$ cat src/rtl/maze_generator.sv
// Randomized depth-first maze carver: a 25x25 PATH/WALL image built with an
// explicit cell stack and a 16-bit LFSR, presented with a load strobe.
module maze_generator #(
  parameter logic [15:0] DEFAULT_SEED = 16'hACE1
) (
  input  logic         clk,
  input  logic         resetn,
  input  logic         start,
  input  logic [15:0]  seed,
  output logic [624:0] maze,
  output logic         load,
  output logic         busy
);

  typedef enum logic [2:0] {IDLE, INIT, CHECK, CARVE, POP, DONE} state_t;

  localparam logic [624:0] FIRST_CELL = 625'(1) << 26;

  state_t       state;
  logic [143:0] visited;
  logic [7:0]   stack [144];
  logic [7:0]   sp;
  logic [15:0]  lfsr;

  logic [7:0]   top, ci, cj, nbr;
  logic [3:0]   avail;
  logic [1:0]   dir;
  logic [9:0]   cell_bit, wall_bit, nbr_bit;
  logic         lfsr_fb;

  // First available direction scanning r, r+1, r+2, r+3 (mod 4).
  function automatic logic [1:0] pick(input logic [3:0] a, input logic [1:0] r);
    logic [1:0] d;
    pick = r;
    for (int k = 3; k >= 0; k--) begin
      d = r + 2'(k);
      if (a[d]) pick = d;
    end
  endfunction

  always_comb begin
    top      = (sp != 8'd0) ? stack[sp - 8'd1] : 8'd0;
    ci       = top % 8'd12;
    cj       = top / 8'd12;
    avail[0] = (cj != 8'd0)  && !visited[top - 8'd12];
    avail[1] = (ci != 8'd11) && !visited[top + 8'd1];
    avail[2] = (cj != 8'd11) && !visited[top + 8'd12];
    avail[3] = (ci != 8'd0)  && !visited[top - 8'd1];
    dir      = pick(avail, lfsr[1:0]);
    cell_bit = 10'(cj) * 10'd50 + 10'(ci) * 10'd2 + 10'd26;
    lfsr_fb  = lfsr[15] ^ lfsr[13] ^ lfsr[12] ^ lfsr[10];
    case (dir)
      2'd0:    begin wall_bit = cell_bit - 10'd25; nbr_bit = cell_bit - 10'd50; nbr = top - 8'd12; end
      2'd1:    begin wall_bit = cell_bit + 10'd1;  nbr_bit = cell_bit + 10'd2;  nbr = top + 8'd1;  end
      2'd2:    begin wall_bit = cell_bit + 10'd25; nbr_bit = cell_bit + 10'd50; nbr = top + 8'd12; end
      default: begin wall_bit = cell_bit - 10'd1;  nbr_bit = cell_bit - 10'd2;  nbr = top - 8'd1;  end
    endcase
  end

  // The start edge itself clears the image and seeds the search, so the
  // previous maze is gone right after a restart is accepted.
  always_ff @(posedge clk or negedge resetn) begin
    if (!resetn) begin
      state   <= IDLE;
      maze    <= '0;
      load    <= 1'b0;
      busy    <= 1'b0;
      sp      <= 8'd0;
      visited <= '0;
      lfsr    <= DEFAULT_SEED;
    end else begin
      case (state)
        IDLE, DONE: if (start) begin
          state   <= INIT;
          maze    <= FIRST_CELL;
          visited <= 144'd1;
          sp      <= 8'd1;
          lfsr    <= (seed == 16'd0) ? DEFAULT_SEED : seed;
          busy    <= 1'b1;
          load    <= 1'b0;
        end
        INIT: state <= CHECK;
        // An emptied stack is noticed here, which fixes the total at 576 cycles.
        CHECK: begin
          if (sp == 8'd0) begin
            state <= DONE;
            busy  <= 1'b0;
            load  <= 1'b1;
          end else if (|avail) begin
            state <= CARVE;
          end else begin
            state <= POP;
          end
        end
        CARVE: begin
          maze[wall_bit] <= 1'b1;
          maze[nbr_bit]  <= 1'b1;
          visited[nbr]   <= 1'b1;
          sp             <= sp + 8'd1;
          lfsr           <= {lfsr[14:0], lfsr_fb};
          state          <= CHECK;
        end
        POP: begin
          sp    <= sp - 8'd1;
          state <= CHECK;
        end
        default: state <= IDLE;
      endcase
    end
  end

  always_ff @(posedge clk) begin
    if ((state == IDLE || state == DONE) && start) stack[0] <= 8'd0;
    else if (state == CARVE)                       stack[sp] <= nbr;
  end

endmodule

$ cat config.mk
export PLATFORM = sky130hd
export DESIGN_NAME = maze_generator
export DESIGN_NICKNAME = d
export VERILOG_FILES = /design/src/rtl/maze_generator.sv
export SDC_FILE = /design/constraint.sdc
export NUM_CORES = 2
export LEC_CHECK = 0
export ABC_AREA = 1
export CAP_MARGIN = 10
export CORE_MARGIN = 3
export CORE_UTILIZATION = 40
export CTS_CLUSTER_SIZE = 25
export DETAILED_ROUTE_END_ITERATION = 7
export PLACE_DENSITY_LB_ADDON = 0.25
export SLEW_MARGIN = 0
export SYNTH_ARGS = -nofsm -noshare
export SYNTH_HDL_FRONTEND = slang
export SYNTH_SLANG_ARGS = --single-unit
$ cat constraint.sdc
create_clock -name clk -period 19.2 [get_ports clk]
set_clock_uncertainty 0.05 [all_clocks]
set_input_delay 3.84 -clock clk [delete_from_list [all_inputs] [get_ports clk]]
set_output_delay 3.84 -clock clk [all_outputs]
set_load 0.05 [all_outputs]
# After elaboration in Yosys (flattened, before gate mapping)
# Memory sizes are Yosys's and may differ from the RTL's.
# Index checks and enable logic that the tools add are counted.
[word_totals]
input_bits = 19
mem_count = 1
out_inout_bits = 627
ram_bits = 1152
regBits = 798
[memory_table]
columns = ["name", "words", "word_bits", "read_ports", "rd_clocked_by_memory_dff", "wr", "line", "rtl"]
rows = [
  ["stack", 144, 8, 1, 0, 1, "21", "logic [7:0] stack [144];"],
]
[classes]
add_sub_neg = 19
order_cmp = 14
n_reduce_logical = 30
n_eq_ne = 11
n_mux = 57
div_mod_pow = 2
n_bitwise = 6
n_mul = 1
[ops]
columns = ["operator", "count"]
rows = [
  ["$or A625 B625 Y625", 2],
  ["$pmux W625 S2", 1],
  ["$mux W625", 1],
  ["$pmux W144 S2", 1],
  ["$mux W144", 1],
  ["$or A144 B144 Y144", 1],
  ["$pmux W10 S3", 2],
  ["$pmux W8 S3", 2],
  ["$lt A8 B9 Y1 const B", 5],
  ["$bmux W1 S8", 4],
  ["$mux W16", 2],
  ["$mux W8", 4],
  ["$pmux W16 S2", 1],
  ["$reduce_bool A8 Y1", 3],
  ["$lt A10 B11 Y1 const B", 2],
  ["$mux W1", 21],
  ["$add A10 B5 Y10 const B", 2],
  ["$demux W1 S10", 2],
  ["$ge A10 B1 Y1 const B", 2],
  ["$add A8 B1 Y8 const B", 2],
  ["$logic_not A16 Y1", 1],
  ["$ne A8 B4 Y1 const B", 2],
  ["$sub A8 B1 Y8 const B", 2],
  ["$lt A2 B3 Y1 const B", 4],
  ["other kinds (43)", 70],
]

# Depth between registers and ports, before layout
# An unclocked memory read counts as a cell.
[logic_depth]
ltp_word = 23
mapped_depth = 74
mapped_depth_nobuf = 59

# Worst setup path after synthesis
# No wires, ideal clock.
[synth_path]
kind = "register to register"
from = "register sp[0]"
to = "register visited[84]"
required_ps = 19084
path_stages_with_launch = 61
slack_ps = 7436
t_arrival_ps = 11649
setup_ps = 66
path_cell_list = "dfrtp_1 -> buf_6 -> inv_2 -> buf_6 -> buf_6 -> buf_6 -> buf_8 -> buf_6 -> buf_6 -> buf_6 -> ha_1 -> buf_2 -> buf_4 -> buf_4 -> buf_4 -> clkbuf_1 -> nand3_1 -> nand3_1 -> [25 not listed] -> nand2_1 -> inv_2 -> nand2_1 -> nand2_1 -> nand3_1 -> nand2_2 -> a311o_1 -> and3_1 -> ha_1 -> inv_1 -> clkbuf_1 -> o22ai_1 -> nor2_1 -> nand2_1 -> nor2_1 -> clkbuf_1 -> nand4_1 -> nand2_1"
[synth_via]
elab_chain_cells = 22
[synth_lines]
columns = ["item", "line", "rtl"]
rows = [
  ["start, declared", "22", "logic [7:0] sp;"],
  ["start signal, assigned", "99", "sp <= sp + 8'd1;"],
  ["start signal, assigned", "104", "sp <= sp - 8'd1;"],
  ["$sub A8 B1 Y8", "42", "top = (sp != 8'd0) ? stack[sp - 8'd1] : 8'd0;"],
  ["$mem_v2 Z144 W8", "-", ""],
  ["$mux W8 *", "42", ""],
  ["branches (longest 12 deep; another with $mod A8 B4 Y8)", "-", ""],
  ["$pmux W8 S3 *", "52", "case (dir)"],
  ["$lt A8 B9 Y1 (implied by the code) / $ge A8 B1 Y1 (equally long branches)", "98", "visited[nbr] <= 1'b1;"],
  ["$logic_and A1 B1 Y1 (implied by the code)", "98", ""],
  ["$mux W1 (implied by the code)", "98", ""],
  ["$demux W1 S8 *", "98", ""],
  ["$or A144 B144 Y144 (no source line) *", "-", ""],
  ["$pmux W144 S2 *", "72", "case (state)"],
  ["end signal, assigned", "69", "visited <= '0;"],
  ["end signal, assigned", "76", "visited <= 144'd1;"],
  ["end signal, assigned by index", "98", ""],
  ["end, declared", "20", "logic [143:0] visited;"],
]
# Mark *: on every way between the ends. The select of a mux whose other input is x is not followed.
# A chain may end at the register's enable or synchronous reset.

# Final worst setup path
[layout_path]
from = "register sp[0]"
to = "register maze[105]"
[layout_via]
elab_chain_cells = 23
[layout_lines]
columns = ["item", "line", "rtl"]
rows = [
  ["$sub A8 B1 Y8", "42", ""],
  ["$mem_v2 Z144 W8", "-", ""],
  ["$mux W8 *", "42", ""],
  ["branches (longest 18 deep; another with $lt A10 B11 Y1)", "-", ""],
  ["$or A625 B625 Y625 (no source line) *", "-", ""],
  ["$pmux W625 S2 *", "72", ""],
  ["end signal, assigned", "75", "maze <= FIRST_CELL;"],
  ["end signal, assigned by index", "96", "maze[wall_bit] <= 1'b1;"],
  ["end signal, assigned by index", "97", "maze[nbr_bit] <= 1'b1;"],
  ["end, declared", "10", "output logic [624:0] maze,"],
]
# Marks and branches as above.

==> flow_results.org <==
** Run status
- Outcome :: completed

** Finish
- Area of the multi-input gates :: 0.0251 mm²
- Filler cells :: 18900
- Cells with a size suffix above 1 make up 6.05% of the layout.
- Registers take 0.0546 mm².
- Cells fill 47.7% of the core in the end.
- Synthesis-to-layout area growth :: 17.8%
- Net total in the final layout :: 8490

** Yosys
- In the synthesized netlist, the number of instances is 8005.
- Of the synthesized area, sequential elements account for 65.5%.
- Share of the synthesized area in the top cell type :: 41.5%
- Fraction of registers with async set or reset after synthesis :: 40.9%
- Among all flip-flop cells after synthesis, the most frequent one is edfxtp_1.
- Of all cell types, the one taking the most synthesized area is edfxtp_1.
- Post-Syn Area per Cell :: 10.4 µm²
- Summing every instance area after synthesis gives 0.0833 mm².
- Number of warning messages in the yosys log :: 0
- By count the netlist is led by 2264 x nand2_1, 1152 x edfxtp_1, 1140 x nand3_1.
- Yosys instantiated no cell more often than nand2_1.
- In this run, synthesis inferred 1152 flip-flops with an integrated enable.
- The netlist uses 72 different library cells.
- Top post-synthesis cells by area :: edfxtp_1 42%, dfrtp_1 24%, nand2_1 10%
- In this run, synthesis produced a sequential element count of 1950.

** STA
- Number of hold-slack violations in the final timing report :: 0
- The final max-slew violation count was 0.
- Period minus WS final :: 13.81 ns
- Measured against its own limit, the worst slew margin works out to 13.0%.
- Setup violations remaining at the end of the flow were counted as 0.
- Unrepaired setup endpoints after global routing :: false
- Worst Max-Slew Pin Slew :: 1.29 ns
- Post-route fraction of the period consumed by the critical path :: 72.0%
- Max Freq :: 72.4 MHz
- Sum Neg Setup Slack :: 0 ns
- Final worst-path setup slack :: 5.39 ns

** Drt
- For this run, design rule violations remaining after detail routing come to 0.
- The first detailed-routing pass ran for 6 iterations.
- Post-DR wirelength/cell :: 24.1 µm
- The routed design has 274 mm of wire.
- Detail Route Antenna Nets :: 0
- The routed layout has 63300 vias.
- Vias per cell :: 5.57
- In this run, the number of DRC markers left after iteration 0 of detailed routing was 7237.

** Critical path
- For the worst setup path, the data required time is 19.88 ns.
- In this design, the largest share of critical-path delay is due to simple AND/OR/NAND/NOR gates.
- Library cell contributing the largest single delay on the critical path :: inv_2
- Critical path start-end classification :: flop to flop
- Nature of the critical path endpoint :: flop
- Max incr delay on CP :: 0.94 ns
- Worst setup SP type :: flop
- Together, buffers and inverters on the worst path number 8.
- Along the worst path, the maximum fanout reaches 124.
- Most repeated library cell on the critical path :: nand3_1
- Arrival time at the worst endpoint :: 14.49 ns

** CTS
- No sink is reached through more buffers than the 3 on the longest clock path.
- Clock tree from TritonCTS :: yes
- Clock-pin slew was measured on the worst setup and hold paths at 0.06 ns.
- Clock sink count :: 1950
- The tree is rooted in a clkbuf_16.
- In this run, CTS created clock tree buffers numbering 202.
- The number of setup buffers added after CTS is 0.
- The clock reaches the later pin of the worst-skew pair after 0.85 ns.
- The number of gates resized after CTS was 0.
- In this run the number of H-tree levels came out at 4.
- Hold buffer count at cts :: 0

** Floorplanning
- Number of primary I/O pins :: 646
- Total die area :: 0.214 mm²
- Once the floorplan was initialized, standard cells occupied 40.5% of the core.
- Core box area :: 0.206 mm²
- In this run the core area contains 166 standard-cell rows.
- The die is 462 µm wide.
- Die height :: 462 µm

** Placement
- The count of buffers added on input and output ports is 645.
- Final RePlAce weighted congestion :: 0.953
- Post-Place Setup Slack :: 5.52 ns
- Once detailed placement completed, the half-perimeter wirelength came to 172 mm.

** Global route
- Global routing used 24.8% of the available tracks across all layers.
- The initial antenna violation count was 5.
- Summed over all layers, the global routing overflow is 0.
- Vias in the first global route :: 59300
- Wire length of the first global-routing pass :: 406 mm
- Maximum number of pins on one net before global-route repair :: 197

** Run
- Maxcap violations :: 0

** Min path
- Worst hold path class :: flop to flop
==> flip-flops by register name, indices dropped and copies added (netlist names) <==
signal / count
stack: 1152
busy: 1
lfsr: 16
state: 3
sp: 8
load: 1
maze: 625
visited: 144
==> area by class of cell <==
| type | instances | share of cell area [%] |
|---|---|---|
| Inverter | 202 | 0.802 |
| Timing Repair Buffer | 762 | 7.54 |
| Clock buffer | 264 | 5.60 |
| Sequential cell | 1950 | 55.6 |
| Antenna cell | 7 | 0.0179 |
| Clock inverter | 106 | 1.29 |
| Multi-Input combinational cell | 5295 | 25.6 |
| Tap cell | 2772 | 3.53 |
==> worst register-to-register path, delay by kind of cell (launching register included) <==
family | cells | cell delay, ns
adder cells (fa/ha/maj) | 5 | 2.29
flip-flops | 1 | 0.93
XOR/XNOR | 1 | 0.69
buffers and inverters | 8 | 3.32
AND/OR/NAND/NOR | 21 | 3.99
AO/OA/AOI/OAI | 11 | 2.40
==> metrics by stage <==
stage	cell area [µm²]	std cells	hold slack [ns]
after global routing	98100	11400	0.442
final	98100	11400	0.431
after CTS	98100	11300	0.432
after floorplan	83300	8007	0.393
after global placement	91300	11000	0.412
after detailed placement	91300	11000	0.416
==> final timing paths <==
path	endpoint	depth (start not counted)	startpoint	slack [ns]
setup / recovery	maze[105]$_DFFE_PN0P_	46	sp[0]$_DFFE_PN0P_	5.39
hold / removal	maze[557]$_DFFE_PN0P_	2	maze[557]$_DFFE_PN0P_	0.43
setup reg to reg	maze[105]$_DFFE_PN0P_	46	sp[0]$_DFFE_PN0P_	5.39
hold reg to reg	maze[557]$_DFFE_PN0P_	2	maze[557]$_DFFE_PN0P_	0.43
max in group asynchronous	maze[73]$_DFFE_PN0P_	3	resetn	13.80
min in group asynchronous	maze[550]$_DFFE_PN0P_	1	resetn	2.89
==> cells in the final DEF, fill, tap and decap left out, types with 30 or more instances in the layout <==
cell	count
clkinv_2	30
o21ai_1	50
clkinv_1	37
ha_1	52
xor2_1	31
inv_1	173
nand3_1	1140
edfxtp_1	1152
o21ai_0	790
a21oi_1	118
dfrtp_1	789
nand4_1	153
clkdlybuf4s50_1	644
o211ai_1	149
clkbuf_16	204
nand2_1	2263
clkbuf_1	44
buf_4	110
nor2_1	342
==> cells by family (layout without fill, tap and decap cells) <==
kind of cell,Yosys count,count (layout),share of synthesized area [%]
xor gates and xnor gates,46,46,0.511
AOI/OAI and AO/OA,1211,1211,8.14
and+or+nand+nor,3977,3977,20.4
adders and majority gates,58,58,0.907
DFF,1950,1950,65.5
buffers and inverters,762,1334,4.52
other,1,10,0.00450
==> metal layers <==
layer	GRT usage [%]	share of wire, %
met1	33.4	41
met2	40.5	48
met3	4.02	7.3
met4	9.26	3.8
met5	0	0
Power is left out: the tool's default activity adds up to more than one toggle a clock period on the data nets, which glitch-free logic cannot reach.
